--- src/rtl/change_dispenser.sv ---
// rtl/change_dispenser.sv - greedy 10/5 refund payout with hopper inventory tracking.
// Optional CHANGE_STATS_EN adds coins_paid and short_events counters.
`timescale 1ns/1ps
module change_dispenser #(
    parameter int AMT_W      = 4,
    parameter int INV_W      = 6,
    parameter int INV_INIT10 = 8,
    parameter int INV_INIT5  = 8
) (
    input  logic             clk,
    input  logic             reset,
    input  logic             req_valid,
    input  logic [AMT_W-1:0] req_amount,
    output logic             req_ready,
    output logic [1:0]       coin_out,
    output logic             coin_valid,
    input  logic             coin_ack,
    input  logic             refill10,
    input  logic             refill5,
    output logic [INV_W-1:0] inv10,
    output logic [INV_W-1:0] inv5,
    output logic             done,
    output logic             short,
    output logic [AMT_W-1:0] remaining
`ifdef CHANGE_STATS_EN
    ,
    output logic [15:0]      coins_paid,
    output logic [7:0]       short_events
`endif
);

    typedef enum logic [1:0] {IDLE, SELECT, ISSUE, DONE} state_t;

    localparam logic [1:0]       COIN10  = 2'b10;
    localparam logic [1:0]       COIN5   = 2'b01;
    localparam logic [INV_W-1:0] INV_MAX = {INV_W{1'b1}};

    state_t           state;
    logic [AMT_W-1:0] rem;
    logic [AMT_W-1:0] rem_next;
    logic             paid;
    logic             pay10;
    logic             pay5;

    assign req_ready  = (state == IDLE);
    assign coin_valid = (state == ISSUE);
    assign done       = (state == DONE);

    assign paid     = (state == ISSUE) && coin_ack;
    assign pay10    = paid && (coin_out == COIN10);
    assign pay5     = paid && (coin_out == COIN5);
    assign rem_next = rem - ((coin_out == COIN10) ? AMT_W'(2) : AMT_W'(1));

    always_ff @(posedge clk or posedge reset) begin
        if (reset) begin
            state     <= IDLE;
            rem       <= '0;
            coin_out  <= 2'b00;
            short     <= 1'b0;
            remaining <= '0;
        end else begin
            case (state)
                IDLE: begin
                    if (req_valid) begin
                        short     <= 1'b0;
                        remaining <= '0;
                        if (req_amount == '0) begin
                            state <= DONE;
                        end else begin
                            rem   <= req_amount;
                            state <= SELECT;
                        end
                    end
                end
                SELECT: begin
                    // Tens first; a missing ten falls back to paying in fives.
                    if (rem >= AMT_W'(2) && inv10 != '0) begin
                        coin_out <= COIN10;
                        state    <= ISSUE;
                    end else if (rem != '0 && inv5 != '0) begin
                        coin_out <= COIN5;
                        state    <= ISSUE;
                    end else begin
                        short     <= 1'b1;
                        remaining <= rem;
                        state     <= DONE;
                    end
                end
                ISSUE: begin
                    if (coin_ack) begin
                        coin_out <= 2'b00;
                        rem      <= rem_next;
                        state    <= (rem_next == '0) ? DONE : SELECT;
                    end
                end
                default: state <= IDLE;
            endcase
        end
    end

    // A refill coinciding with a dispense of the same coin leaves the count unchanged.
    always_ff @(posedge clk or posedge reset) begin
        if (reset) begin
            inv10 <= INV_W'(INV_INIT10);
            inv5  <= INV_W'(INV_INIT5);
        end else begin
            if (pay10 && !refill10)
                inv10 <= inv10 - 1'b1;
            else if (refill10 && !pay10 && inv10 != INV_MAX)
                inv10 <= inv10 + 1'b1;

            if (pay5 && !refill5)
                inv5 <= inv5 - 1'b1;
            else if (refill5 && !pay5 && inv5 != INV_MAX)
                inv5 <= inv5 + 1'b1;
        end
    end

`ifdef CHANGE_STATS_EN
    always_ff @(posedge clk or posedge reset) begin
        if (reset) begin
            coins_paid   <= '0;
            short_events <= '0;
        end else begin
            if (paid)
                coins_paid <= coins_paid + 16'd1;
            if (done && short && short_events != 8'hFF)
                short_events <= short_events + 8'd1;
        end
    end
`endif

endmodule

--- config.mk ---
export PLATFORM = sky130hd
export DESIGN_NAME = change_dispenser
export DESIGN_NICKNAME = d
export VERILOG_FILES = /design/src/rtl/change_dispenser.sv
export SDC_FILE = /design/constraint.sdc
export NUM_CORES = 1
export LEC_CHECK = 0
export BUFFER_PORTS_ARGS = -buffer_cell sky130_fd_sc_hd__buf_4
export CAP_MARGIN = 20
export CORE_MARGIN = 2
export CORE_UTILIZATION = 61
export CTS_BUF_LIST = sky130_fd_sc_hd__clkbuf_4
export CTS_CLUSTER_SIZE = 12
export DETAILED_ROUTE_END_ITERATION = 8
export PLACE_DENSITY = 0.87
export RECOVER_POWER = 25
export SYNTH_ARGS = -nofsm -noshare
export SYNTH_HDL_FRONTEND = slang
export SYNTH_SLANG_ARGS = --single-unit
--- constraint.sdc ---
create_clock -name clk -period 5.11 [get_ports clk]
set_input_delay 0.7665 -clock clk [delete_from_list [all_inputs] [get_ports clk]]
set_output_delay 0.7665 -clock clk [all_outputs]
set_load 0.03 [all_outputs]
==> flow_summary.json <==
{
  "final-seq-area_sq_um": 628.1,
  "path_clk_slew_ns": 0.17,
  "grt_overflow_total": 0,
  "ff2ff_path_depth": 9,
  "grt_util_all_layers_pct": 25.17,
  "r2r_start": "state[0]$_DFFE_PP0P_",
  "tns_ns": 0,
  "ctsResizeCount": 0,
  "drt_first_pass_iters": 4,
  "min-delay-start": "remaining[3]$_DFFE_PP0P_",
  "clockBufferDepth": 2,
  "finClkSkew_ns": 0.01905,
  "met3_usage_pct": 3.279,
  "postCtsSetupRepairBufs": 0,
  "numPortBuffers": 31,
  "fill_cells": 196,
  "grt_first_pass_wirelength_mm": 6.244,
  "drtAntennaViolNets": 0,
  "setup_viol": 0,
  "cts_hold_buf": 0,
  "cts.sinks": 25,
  "hold_class": "register to register",
  "holdPathStages": 1,
  "cts_tree": "built",
  "fmax_mhz": 341.3,
  "grt_pass1_vias": 1330,
  "fp.dieH_um": 55.24,
  "power_per_cell_area_nw_per_um2": 636.3,
  "die_w_um": 55.24,
  "status": "complete, no violations",
  "die_area_sq_um": 3051,
  "crit_path_end_kind": "register",
  "antenna_found_initial": 0,
  "seq_area_frac_synth_pct": 39.22,
  "pin_count": 32,
  "r2r-end": "inv5[2]$_DFFE_PP0P_",
  "fin_nets": 219,
  "max_stage_delay_ns": 0.49,
  "cts_htree_levels": 1,
  "gr-usage-met2_pct": 40.14,
  "cts_root_buffer": "clkbuf_4",
  "finalCriticalPeriod_ns": 2.930,
  "synth_warnings": 0,
  "crit_required_ns": 5.34,
  "avgSynthCellArea_sq_um": 9.421,
  "ys_types": 44,
  "drt_iter0_drc": 42,
  "p_leak_uw": 0.0008585,
  "finalHoldViolations": 0,
  "wl_mm": 3.565,
  "rsz0062_at_grt": "no",
  "irDropWorstVdd_mv": 0.5920,
  "slew_violations": 0,
  "dp.cells": 225,
  "area_delta_synth_final_pct": 16.88,
  "vias_per_cell": 6.205,
  "initial_core_util_pct": 64.65,
  "rrSetupSlack_ns": 2.18,
  "ys_seq_elements": 25,
  "use_met1_pct": 34.30,
  "crit_top_cell": "ha_1",
  "cts_made_buffers": 3,
  "fin_cells": 229,
  "synthCells": 170,
  "slew_headroom_pct": 38.86,
  "via_count": 1421,
  "grt_max_degree": 26,
  "core_sq_um": 2477,
  "rows": 18,
  "path_class": "register to register",
  "finalWeightedCongestion": 0.8792,
  "worst_pin_slew_ns": 0.9161,
  "worst_setup_path_start_kind": "register",
  "layout-drive-gt1-share_pct": 22.61,
  "worst_path_max_delay_cell": "or4_1",
  "multi_input_comb_area_sq_um": 893.4,
  "arrival_ns": 3.16,
  "clk_latency_ns": 0.34,
  "grt_busiest_layer": "met2",
  "worstHoldEndpoint": "remaining[3]$_DFFE_PP0P_",
  "syn_area_sq_um": 1602,
  "crit_fanout": 15,
  "worstPathCellList": "inv_1, ha_1, nand4b_1, nor2_1, xor2_1, ha_1, or4_1, a31oi_1, o21ai_0",
  "syn_nets": 189,
  "maxCapViolCount": 0,
  "min_period_over_period_pct": 57.33,
  "diodes": 0,
  "routedWlPerCell_um": 15.57,
  "dpl.hpwl_mm": 2.703,
  "drc": 0
}
registers in the layout, summed over array words and instances, names as in the netlist:
signal / cells
coin_out: 2
inv10: 6
inv5: 6
rem: 4
remaining: 4
short: 1
state: 2
synth_stat cells, drive strengths merged:
cell type | instances | area [sq um]
o22ai | 2 | 12.51
ha | 8 | 100.1
dfrtp | 23 | 575.6
nor2 | 11 | 41.29
nor3b | 2 | 15.01
nor4b | 2 | 17.52
a31oi | 3 | 18.77
o311a | 1 | 10.01
mux2i | 3 | 30.03
xnor2 | 6 | 52.55
buf | 2 | 16.26
a41oi | 1 | 8.760
a22o | 5 | 43.79
dfstp | 2 | 52.55
xor2 | 5 | 43.79
or3 | 3 | 18.77
fa | 1 | 20.02
mux2 | 4 | 45.04
nand4 | 1 | 6.260
and4 | 1 | 8.760
a21oi | 10 | 53.80
nand2b | 4 | 25.02
nor3 | 4 | 20.02
nand3 | 5 | 25.02
o31ai | 2 | 28.78
nor4 | 2 | 12.51
inv | 13 | 48.80
a32o | 1 | 10.01
and3 | 1 | 6.260
a211oi | 2 | 15.01
or4 | 4 | 33.78
o2111ai | 1 | 8.760
clkbuf | 4 | 15.01
o211ai | 2 | 15.01
nand4b | 2 | 17.52
nand2 | 15 | 58.81
a311o | 1 | 10.01
o21ai | 9 | 45.04
a21o | 2 | 15.01
per-stage QoR:
stage / hold WS, ns / total power, uW / util, % / setup WS [ns] / area, sq um
finish: 0.5239 / 1191 / 75.56 / 2.180 / 1872
global route: 0.5507 / 1282 / 75.56 / 1.918 / 1872
CTS: 0.5317 / 1185 / 75.56 / 2.218 / 1872
detailed placement: 0.4966 / 1087 / 74.29 / 2.222 / 1841
global placement: 0.4908 / 1056 / 74.29 / 2.394 / 1841
floorplan: 0.4878 / 892.8 / - / 2.560 / 1602
kinds of logic (layout without fill, tap and decap cells):
kind of cell,Yosys count,count (layout),synth area share (%)
adder cells (fa/ha/maj),9,9,7.500
multiplexers,7,7,4.687
buffers and inverters,19,48,5.000
AO/OA/AOI/OAI,42,42,18.44
AND/OR/NAND/NOR,57,57,19.14
XOR/XNOR,11,11,6.015
flip-flops,25,25,39.22
power breakdown:
group / switching (uW) / internal, uW
clock: 67.4 / 31.9
combinational: 395 / 282
sequential: 135 / 280
per-layer routing:
| metal | vias to the layer above | share of wire (%) |
|---|---|---|
| li1 | 678 | - |
| met1 | 668 | 44 |
| met2 | 61 | 47 |
| met3 | 14 | 5.8 |
| met4 | 0 | 3.2 |
| met5 | - | 0 |
how the worst max path moves through the flow:
stage	from	depth (start not counted)	slack [ns]	end
floorplan	state[0]$_DFFE_PP0P_	9	2.56	inv5[2]$_DFFE_PP0P_
finish	state[0]$_DFFE_PP0P_	9	2.18	inv5[2]$_DFFE_PP0P_
global route	state[0]$_DFFE_PP0P_	9	1.92	inv5[2]$_DFFE_PP0P_
CTS	state[0]$_DFFE_PP0P_	9	2.22	inv5[2]$_DFFE_PP0P_
global placement	state[0]$_DFFE_PP0P_	9	2.39	inv5[2]$_DFFE_PP0P_
detailed placement	state[0]$_DFFE_PP0P_	9	2.22	inv5[2]$_DFFE_PP0P_
final cells by class:
| class | count | area share (%) |
|---|---|---|
| inverters | 13 | 2.607 |
| clock buffers | 3 | 1.203 |
| clock inverters | 1 | 0.4679 |
| multi-input cells | 126 | 47.73 |
| flip-flops and latches | 25 | 33.56 |
| repair buffers | 31 | 12.43 |
| well taps | 30 | 2.005 |
cells in the final DEF, fill, tap and decap left out, types with 5 or more instances in the layout:
master	synthesis	routed
buf_4	0	30
dfrtp_1	23	23
nand2_1	14	14
inv_1	13	13
nor2_1	11	11
o21ai_0	9	9
a21oi_1	9	9
ha_1	8	8
xnor2_1	6	6
nand3_1	5	5
xor2_1	5	5
a22o_1	5	5
critical path, delay by kind of cell, from the launching register on:
kind	cells	cell delay, ns
flip-flops	1	0.44
buffers and inverters	1	0.09
AND/OR/NAND/NOR	3	1.17
AO/OA/AOI/OAI	2	0.26
adder cells (fa/ha/maj)	2	0.73
XOR/XNOR	1	0.14
Power figures use the tool's default switching activity.
